$ cat src/rtl/alu_pkg.sv
// Shared ALU definitions: select codes and the
// multi-cycle mul/div sequencer state and op types.
package alu_pkg;

  localparam logic [3:0] SEL_AND = 4'b0000;
  localparam logic [3:0] SEL_OR  = 4'b0001;
  localparam logic [3:0] SEL_ADD = 4'b0010;
  localparam logic [3:0] SEL_MUL = 4'b0011;
  localparam logic [3:0] SEL_DIV = 4'b0100;
  localparam logic [3:0] SEL_SUB = 4'b0110;
  localparam logic [3:0] SEL_SLT = 4'b0111;
  localparam logic [3:0] SEL_NOP = 4'b1000;

  typedef enum logic [1:0] {
    ST_IDLE,
    ST_RUN,
    ST_DONE
  } state_e;

  typedef enum logic {
    OP_MUL,
    OP_DIV
  } op_e;

  function automatic logic is_muldiv(logic [3:0] sel);
    return (sel == SEL_MUL) || (sel == SEL_DIV);
  endfunction

endpackage

$ cat src/rtl/alu_muldiv_sequencer_if.sv
// Request/response bundle between the execute
// stage and the mul/div sequencer.
interface alu_muldiv_sequencer_if #(
  parameter int WIDTH = 32
);

  logic             start;
  logic [3:0]       sel;
  logic [WIDTH-1:0] a;
  logic [WIDTH-1:0] b;
  logic             busy;
  logic             done;
  logic [WIDTH-1:0] result_hi;
  logic [WIDTH-1:0] result_lo;
  logic             div_by_zero;
  logic             stall;

  modport master (
    output start, sel, a, b,
    input  busy, done, result_hi, result_lo,
    input  div_by_zero, stall
  );

  modport slave (
    input  start, sel, a, b,
    output busy, done, result_hi, result_lo,
    output div_by_zero, stall
  );

endinterface

$ cat src/rtl/muldiv_step.sv
// One iteration of shift-add multiply or
// restoring divide on a shared 2*WIDTH+1 register.
module muldiv_step
  import alu_pkg::*;
#(
  parameter int WIDTH = 32
) (
  input  op_e              op,
  input  logic [2*WIDTH:0] acc_i,
  input  logic [WIDTH-1:0] opnd,
  output logic [2*WIDTH:0] acc_o,
  output logic             q_bit
);

  logic [WIDTH:0]   sum;
  logic [WIDTH+1:0] r_sh;
  logic [WIDTH+1:0] diff;
  logic [WIDTH:0]   rem_n;

  always_comb begin
    sum   = {1'b0, acc_i[2*WIDTH-1:WIDTH]}
          + (acc_i[0] ? {1'b0, opnd} : '0);
    // DIV: remainder in [2W:W], dividend bits
    // shift out of [W-1:0] MSB first.
    r_sh  = {acc_i[2*WIDTH:WIDTH], acc_i[WIDTH-1]};
    diff  = r_sh - {2'b00, opnd};
    rem_n = diff[WIDTH+1] ? r_sh[WIDTH:0]
                          : diff[WIDTH:0];
    acc_o = '0;
    q_bit = 1'b0;
    if (op == OP_MUL) begin
      acc_o = {1'b0, sum, acc_i[WIDTH-1:1]};
    end else begin
      q_bit = ~diff[WIDTH+1];
      acc_o = {rem_n, acc_i[WIDTH-2:0], 1'b0};
    end
  end

endmodule

$ cat src/rtl/alu_muldiv_sequencer.sv
// Multi-cycle MUL/DIV sequencer: accepts one op,
// iterates WIDTH cycles, stalls the pipeline meanwhile.
module alu_muldiv_sequencer
  import alu_pkg::*;
#(
  parameter int WIDTH = 32
) (
  input logic                   clk,
  input logic                   rst_n,
  alu_muldiv_sequencer_if.slave bus
);

  localparam int CW = $clog2(WIDTH);
  localparam logic [CW-1:0] LAST = CW'(WIDTH - 1);

  state_e           state_q, state_d;
  op_e              op_q, op_d;
  logic [CW-1:0]    cnt_q, cnt_d;
  logic [2*WIDTH:0] acc_q, acc_d;
  logic [WIDTH-1:0] opnd_q, opnd_d;
  logic             busy_q, busy_d;
  logic             done_q, done_d;
  logic             dbz_q, dbz_d;
  logic [WIDTH-1:0] hi_q, hi_d;
  logic [WIDTH-1:0] lo_q, lo_d;

  logic [2*WIDTH:0] step_acc;
  logic [2*WIDTH:0] step_nxt;
  logic             q_bit;
  logic             accept;
  logic             is_div;

  muldiv_step #(.WIDTH(WIDTH)) u_step (
    .op    (op_q),
    .acc_i (acc_q),
    .opnd  (opnd_q),
    .acc_o (step_acc),
    .q_bit (q_bit)
  );

  assign step_nxt = step_acc
                  | {{(2*WIDTH){1'b0}}, q_bit};
  assign is_div   = (bus.sel == SEL_DIV);
  assign accept   = bus.start
                  & (state_q != ST_RUN)
                  & is_muldiv(bus.sel);

  always_comb begin
    state_d = state_q;
    op_d    = op_q;
    cnt_d   = cnt_q;
    acc_d   = acc_q;
    opnd_d  = opnd_q;
    busy_d  = 1'b0;
    done_d  = 1'b0;
    dbz_d   = dbz_q;
    hi_d    = hi_q;
    lo_d    = lo_q;
    unique case (state_q)
      ST_RUN: begin
        acc_d  = step_nxt;
        cnt_d  = cnt_q + 1'b1;
        busy_d = 1'b1;
        if (cnt_q == LAST) begin
          state_d = ST_DONE;
          busy_d  = 1'b0;
          done_d  = 1'b1;
          hi_d    = step_nxt[2*WIDTH-1:WIDTH];
          lo_d    = step_nxt[WIDTH-1:0];
        end
      end
      default: state_d = ST_IDLE;
    endcase
    if (accept) begin
      op_d  = is_div ? OP_DIV : OP_MUL;
      cnt_d = '0;
      dbz_d = 1'b0;
      if (is_div && (bus.b == '0)) begin
        state_d = ST_DONE;
        done_d  = 1'b1;
        dbz_d   = 1'b1;
        hi_d    = bus.a;
        lo_d    = '1;
      end else begin
        state_d = ST_RUN;
        busy_d  = 1'b1;
        // MUL keeps the multiplier in the low half;
        // DIV keeps the dividend there.
        opnd_d  = is_div ? bus.b : bus.a;
        acc_d   = {{(WIDTH+1){1'b0}},
                   is_div ? bus.a : bus.b};
      end
    end
  end

  always_ff @(posedge clk or negedge rst_n) begin
    if (!rst_n) begin
      state_q <= ST_IDLE;
      op_q    <= OP_MUL;
      cnt_q   <= '0;
      acc_q   <= '0;
      opnd_q  <= '0;
      busy_q  <= 1'b0;
      done_q  <= 1'b0;
      dbz_q   <= 1'b0;
      hi_q    <= '0;
      lo_q    <= '0;
    end else begin
      state_q <= state_d;
      op_q    <= op_d;
      cnt_q   <= cnt_d;
      acc_q   <= acc_d;
      opnd_q  <= opnd_d;
      busy_q  <= busy_d;
      done_q  <= done_d;
      dbz_q   <= dbz_d;
      hi_q    <= hi_d;
      lo_q    <= lo_d;
    end
  end

  assign bus.busy        = busy_q;
  assign bus.done        = done_q;
  assign bus.div_by_zero = dbz_q;
  assign bus.result_hi   = hi_q;
  assign bus.result_lo   = lo_q;
  assign bus.stall       = busy_q | accept;

endmodule

$ cat src/flat_wrapper.sv
// flat-port wrapper written by rule: the top's interface ports become plain ports
module alu_muldiv_sequencer_flat import alu_pkg::*;
#(
  parameter int WIDTH = 32
)
  (clk, rst_n, bus_start, bus_sel, bus_a, bus_b, bus_busy, bus_done, bus_result_hi, bus_result_lo, bus_div_by_zero, bus_stall);
  alu_muldiv_sequencer_if #(.WIDTH(WIDTH)) bus_i ();
  input logic clk;
  input logic rst_n;
  input wire logic [$bits(bus_i.start)-1:0] bus_start;
  input wire logic [$bits(bus_i.sel)-1:0] bus_sel;
  input wire logic [$bits(bus_i.a)-1:0] bus_a;
  input wire logic [$bits(bus_i.b)-1:0] bus_b;
  output wire logic [$bits(bus_i.busy)-1:0] bus_busy;
  output wire logic [$bits(bus_i.done)-1:0] bus_done;
  output wire logic [$bits(bus_i.result_hi)-1:0] bus_result_hi;
  output wire logic [$bits(bus_i.result_lo)-1:0] bus_result_lo;
  output wire logic [$bits(bus_i.div_by_zero)-1:0] bus_div_by_zero;
  output wire logic [$bits(bus_i.stall)-1:0] bus_stall;
  assign bus_i.start = bus_start;
  assign bus_i.sel = bus_sel;
  assign bus_i.a = bus_a;
  assign bus_i.b = bus_b;
  assign bus_busy = bus_i.busy;
  assign bus_done = bus_i.done;
  assign bus_result_hi = bus_i.result_hi;
  assign bus_result_lo = bus_i.result_lo;
  assign bus_div_by_zero = bus_i.div_by_zero;
  assign bus_stall = bus_i.stall;
  alu_muldiv_sequencer #(.WIDTH(WIDTH)) u_core (.clk(clk), .rst_n(rst_n), .bus(bus_i));
endmodule
$ cat config.mk
export PLATFORM = sky130hd
export DESIGN_NAME = alu_muldiv_sequencer_flat
export DESIGN_NICKNAME = d
export VERILOG_FILES = /design/src/rtl/alu_pkg.sv /design/src/rtl/alu_muldiv_sequencer_if.sv /design/src/rtl/muldiv_step.sv /design/src/rtl/alu_muldiv_sequencer.sv /design/src/flat_wrapper.sv
export SDC_FILE = /design/constraint.sdc
export NUM_CORES = 1
export LEC_CHECK = 0
export CORE_ASPECT_RATIO = 0.6
export CORE_UTILIZATION = 52
export DETAILED_ROUTE_END_ITERATION = 7
export PLACE_DENSITY = 0.78
export SLEW_MARGIN = 10
export SYNTH_ARGS = -nofsm -noshare
export SYNTH_HDL_FRONTEND = slang
export SYNTH_SLANG_ARGS = --single-unit
$ cat constraint.sdc
create_clock -name clk -period 3.45 [get_ports clk]
set_clock_uncertainty 0.15 [all_clocks]
set_input_delay 0.69 -clock clk [delete_from_list [all_inputs] [get_ports clk]]
set_output_delay 0.69 -clock clk [all_outputs]
set_load 0.05 [all_outputs]
==> results.txt <==
crit path DAT - 3.65 ns
Top FF cell, synth - dfrtp_1
most used cell, CP - and2_4
die area - 0.0245 mm^2
Period Utilization, post-route - 0.996
vias after detailed routing - 12.8k
M3 GR Usage - 0.0613
Worst path max stage delay - 0.46 ns
dpl hpwl - 31.8 mm
Highest Clock Rate - 291 MHz
relative slew slack - 0.541
htree depth - 4
Post-Syn Area - 0.0124 mm^2
Final Slew Violations - 0
Post-CTS Hold Buffers - 0
Critical Path Slowest Stage Cell - dfrtp_2
critical path type - reg -> reg
leakage power - 6.93 nW
CTS tree - done
clk sinks - 172
Fin Setup TNS - 0 ns
share of layout cells above drive strength 1 - 0.174
drt pass-1 iters - 6
clock transition at the registers of the reported paths - 0.07 ns
RR Startpoint - u_core.acc_q[0]
Final Hold Viols - 0
DRT Wirelength - 43.2 mm
Async S/R FF share, synth - 1.00
IO Port Bufs - 138
max cap viols - 0
# nets final - 1,827
# rows - 43
met2 Track Usage GR - 0.538
required time of the critical path - 3.66 ns
Final ANT Viol Nets - 0
wire length of the first global-routing pass - 66.4 mm
setup ws final - 0.0140 ns
R2R setup slack - 0.01 ns
Inserted Clock Buffers - 17
synth unique cells - 80
worst skew pair latency - 0.45 ns
Synth Net Count - 1,593
RSZ-0062 raised after global routing - yes
crit path cell chain - and2_4 > ha_4 > inv_1 > fa_2 > nor2b_4 > o2111ai_2 > a2111o_1 > a21bo_2 > and2_4 > o211ai_1 > a31oi_1 > o32a_1 > o21ai_1
crit-path max FO - 4
final hold slack - 0.00563 ns
worst-margin pin slew - 0.689 ns
wire per inst - 21.4 um
Detailed Route Iter0 Violations - 1,328
M1 GR Usage - 0.496
EDFF count, synth - 0
final-report setup violation count - 0
Final GP Congestion - 0.988
aggregate global routing overflow - 0
PwrDens - 956 mW/mm^2
vias in the first global route - 11.9k
Critical Path End - u_core.acc_q[63]
Synth Register Bits - 172
synthesized netlist cell count - 1,454
DRC errors left - 0
critical path startpoint - u_core.acc_q[0]
final core occ - 0.705
Max VDD drop - 630 uV
Antenna diodes - 0
I/O pin total - 139
Initial Util - 0.534
status - complete, no violations
Ys Warns - 0
vias per inst - 6.34
Die Span X - 201 um
gr busiest metal - met2
CP endpoint kind - flip-flop
R2R depth - 13
worst r2r dst - u_core.acc_q[63]
dpl ws - -0.110 ns
synthesis-to-finish area growth - 32.1%
crit path time final - 3.44 ns
CP Launch Type - flip-flop
Hold Crit Class - in -> async
Core ar. - 0.0232 mm^2
total track usage - 0.348
Tot Pwr - 15.7 mW
clk buf depth - 2
CTS Root Buffer Type - clkbuf_16
Die Ht - 122 um
register area share after synthesis - 0.347
largest net degree at the start of global routing - 77
initial antenna violation count - 0
mean post-synth cell area - 8.53 um^2
-- cells by family (layout without fill, tap and decap cells) --
family                     count (synthesis)  after routing  synth area share
and+or+nand+nor                          400            400             0.150
DFF                                      172            172             0.347
muxes                                    117            117            0.0965
AOI/OAI and AO/OA                        503            504             0.256
adders and majority gates                 68             68            0.0698
buffers and inverters                    148            394            0.0474
xor gates and xnor gates                  46             46            0.0325
-- timing repair --
action	4_1_cts	5_1_grt
cloned	0	2
setup endpoints to repair	8	67
setup buffers	3	19
pin swaps	5	40
resized for setup	7	79
-- report_power, final --
group	internal [mW]	switching [mW]
Combinational	4.59	5.75
Sequential	2.55	0.603
Clock	1.27	0.888
-- synthesized netlist by cell type, types with 16 or more instances --
cell type / n / share of area
nand3_1: 34 / 0.014
dfrtp_1: 172 / 0.35
mux2i_1: 106 / 0.086
nor2_1: 107 / 0.032
and2_1: 44 / 0.022
a21o_1: 26 / 0.016
o21ai_0: 167 / 0.067
ha_1: 66 / 0.067
clkbuf_1: 71 / 0.021
nand2_1: 130 / 0.039
xnor2_1: 29 / 0.020
o21a_1: 16 / 0.0097
a22oi_1: 16 / 0.0097
inv_1: 55 / 0.017
a21oi_1: 109 / 0.044
a211oi_1: 47 / 0.028
xor2_1: 17 / 0.012
nor3_1: 23 / 0.0093
-- worst min path at each step --
stage / to / slack [ns] / start
global route: u_core.acc_q[8] / 0.02 / rst_n
finish: u_core.acc_q[8] / 0.006 / rst_n
detailed placement: u_core.bus.result_hi[11] / 0.34 / u_core.bus.result_hi[11]
global placement: u_core.cnt_q[3] / 0.32 / u_core.cnt_q[3]
CTS: u_core.acc_q[8] / 0.009 / rst_n
floorplan: u_core.acc_q[0] / 0.24 / rst_n
-- cell type report --
cell class	count	area (um^2)
Fill cell	1809	6860
Sequential cell	172	4310
Timing Repair Buffer	306	2820
Multi-Input combinational cell	1135	7990
Tap cell	315	394
Clock inverter	13	204
Clock buffer	19	453
Inverter	56	210
-- flip-flops by register name, indices dropped and copies added, names as in the netlist --
signal                  cells
u_core.opnd_q              32
u_core.bus.done             1
u_core.op_q                 1
u_core.acc_q               65
u_core.cnt_q                5
u_core.bus.div_by_zero      1
u_core.bus.result_lo       32
u_core.state_q              2
u_core.bus.result_hi       32
u_core.bus.busy             1
-- placed cells by master (no fill, tap or decap), types with 7 or more instances in the layout --
cell,n
a211oi_1,41
a21o_1,26
a21oi_1,104
a22oi_1,15
a31oi_1,11
and2_1,41
buf_12,13
buf_4,155
clkbuf_16,18
clkdlybuf4s50_1,136
dfrtp_1,170
ha_1,54
ha_4,7
inv_1,53
mux2i_1,104
nand2_1,128
nand3_1,32
nand4_1,15
nor2_1,106
nor3_1,22
nor4_1,10
o21a_1,16
o21ai_0,160
o21ai_1,11
o22ai_1,15
o2bb2ai_1,7
xnor2_1,28
xor2_1,17
-- routing by layer --
metal | wire length (um) | up-vias
li1 | - | 5802
met1 | 19500 | 6177
met2 | 18900 | 704
met3 | 3600 | 108
met4 | 1210 | 0
met5 | 0 | -
-- stage by stage --
step,area [um^2],instances
5_1_grt,16400,2016
6_report,16400,2016
4_1_cts,15800,1995
2_1_floorplan,12400,1454
3_3_place_gp,15100,1960
3_5_place_dp,15100,1960
-- worst max-delay path, delay by kind of cell (launching register included) --
kind / cells / cell delay, ns
and+or+nand+nor: 3 / 0.48
adders and majority gates: 2 / 0.49
AOI/OAI and AO/OA: 7 / 1.71
buffers and inverters: 1 / 0.05
DFF: 1 / 0.46
Power figures use the tool's default switching activity.
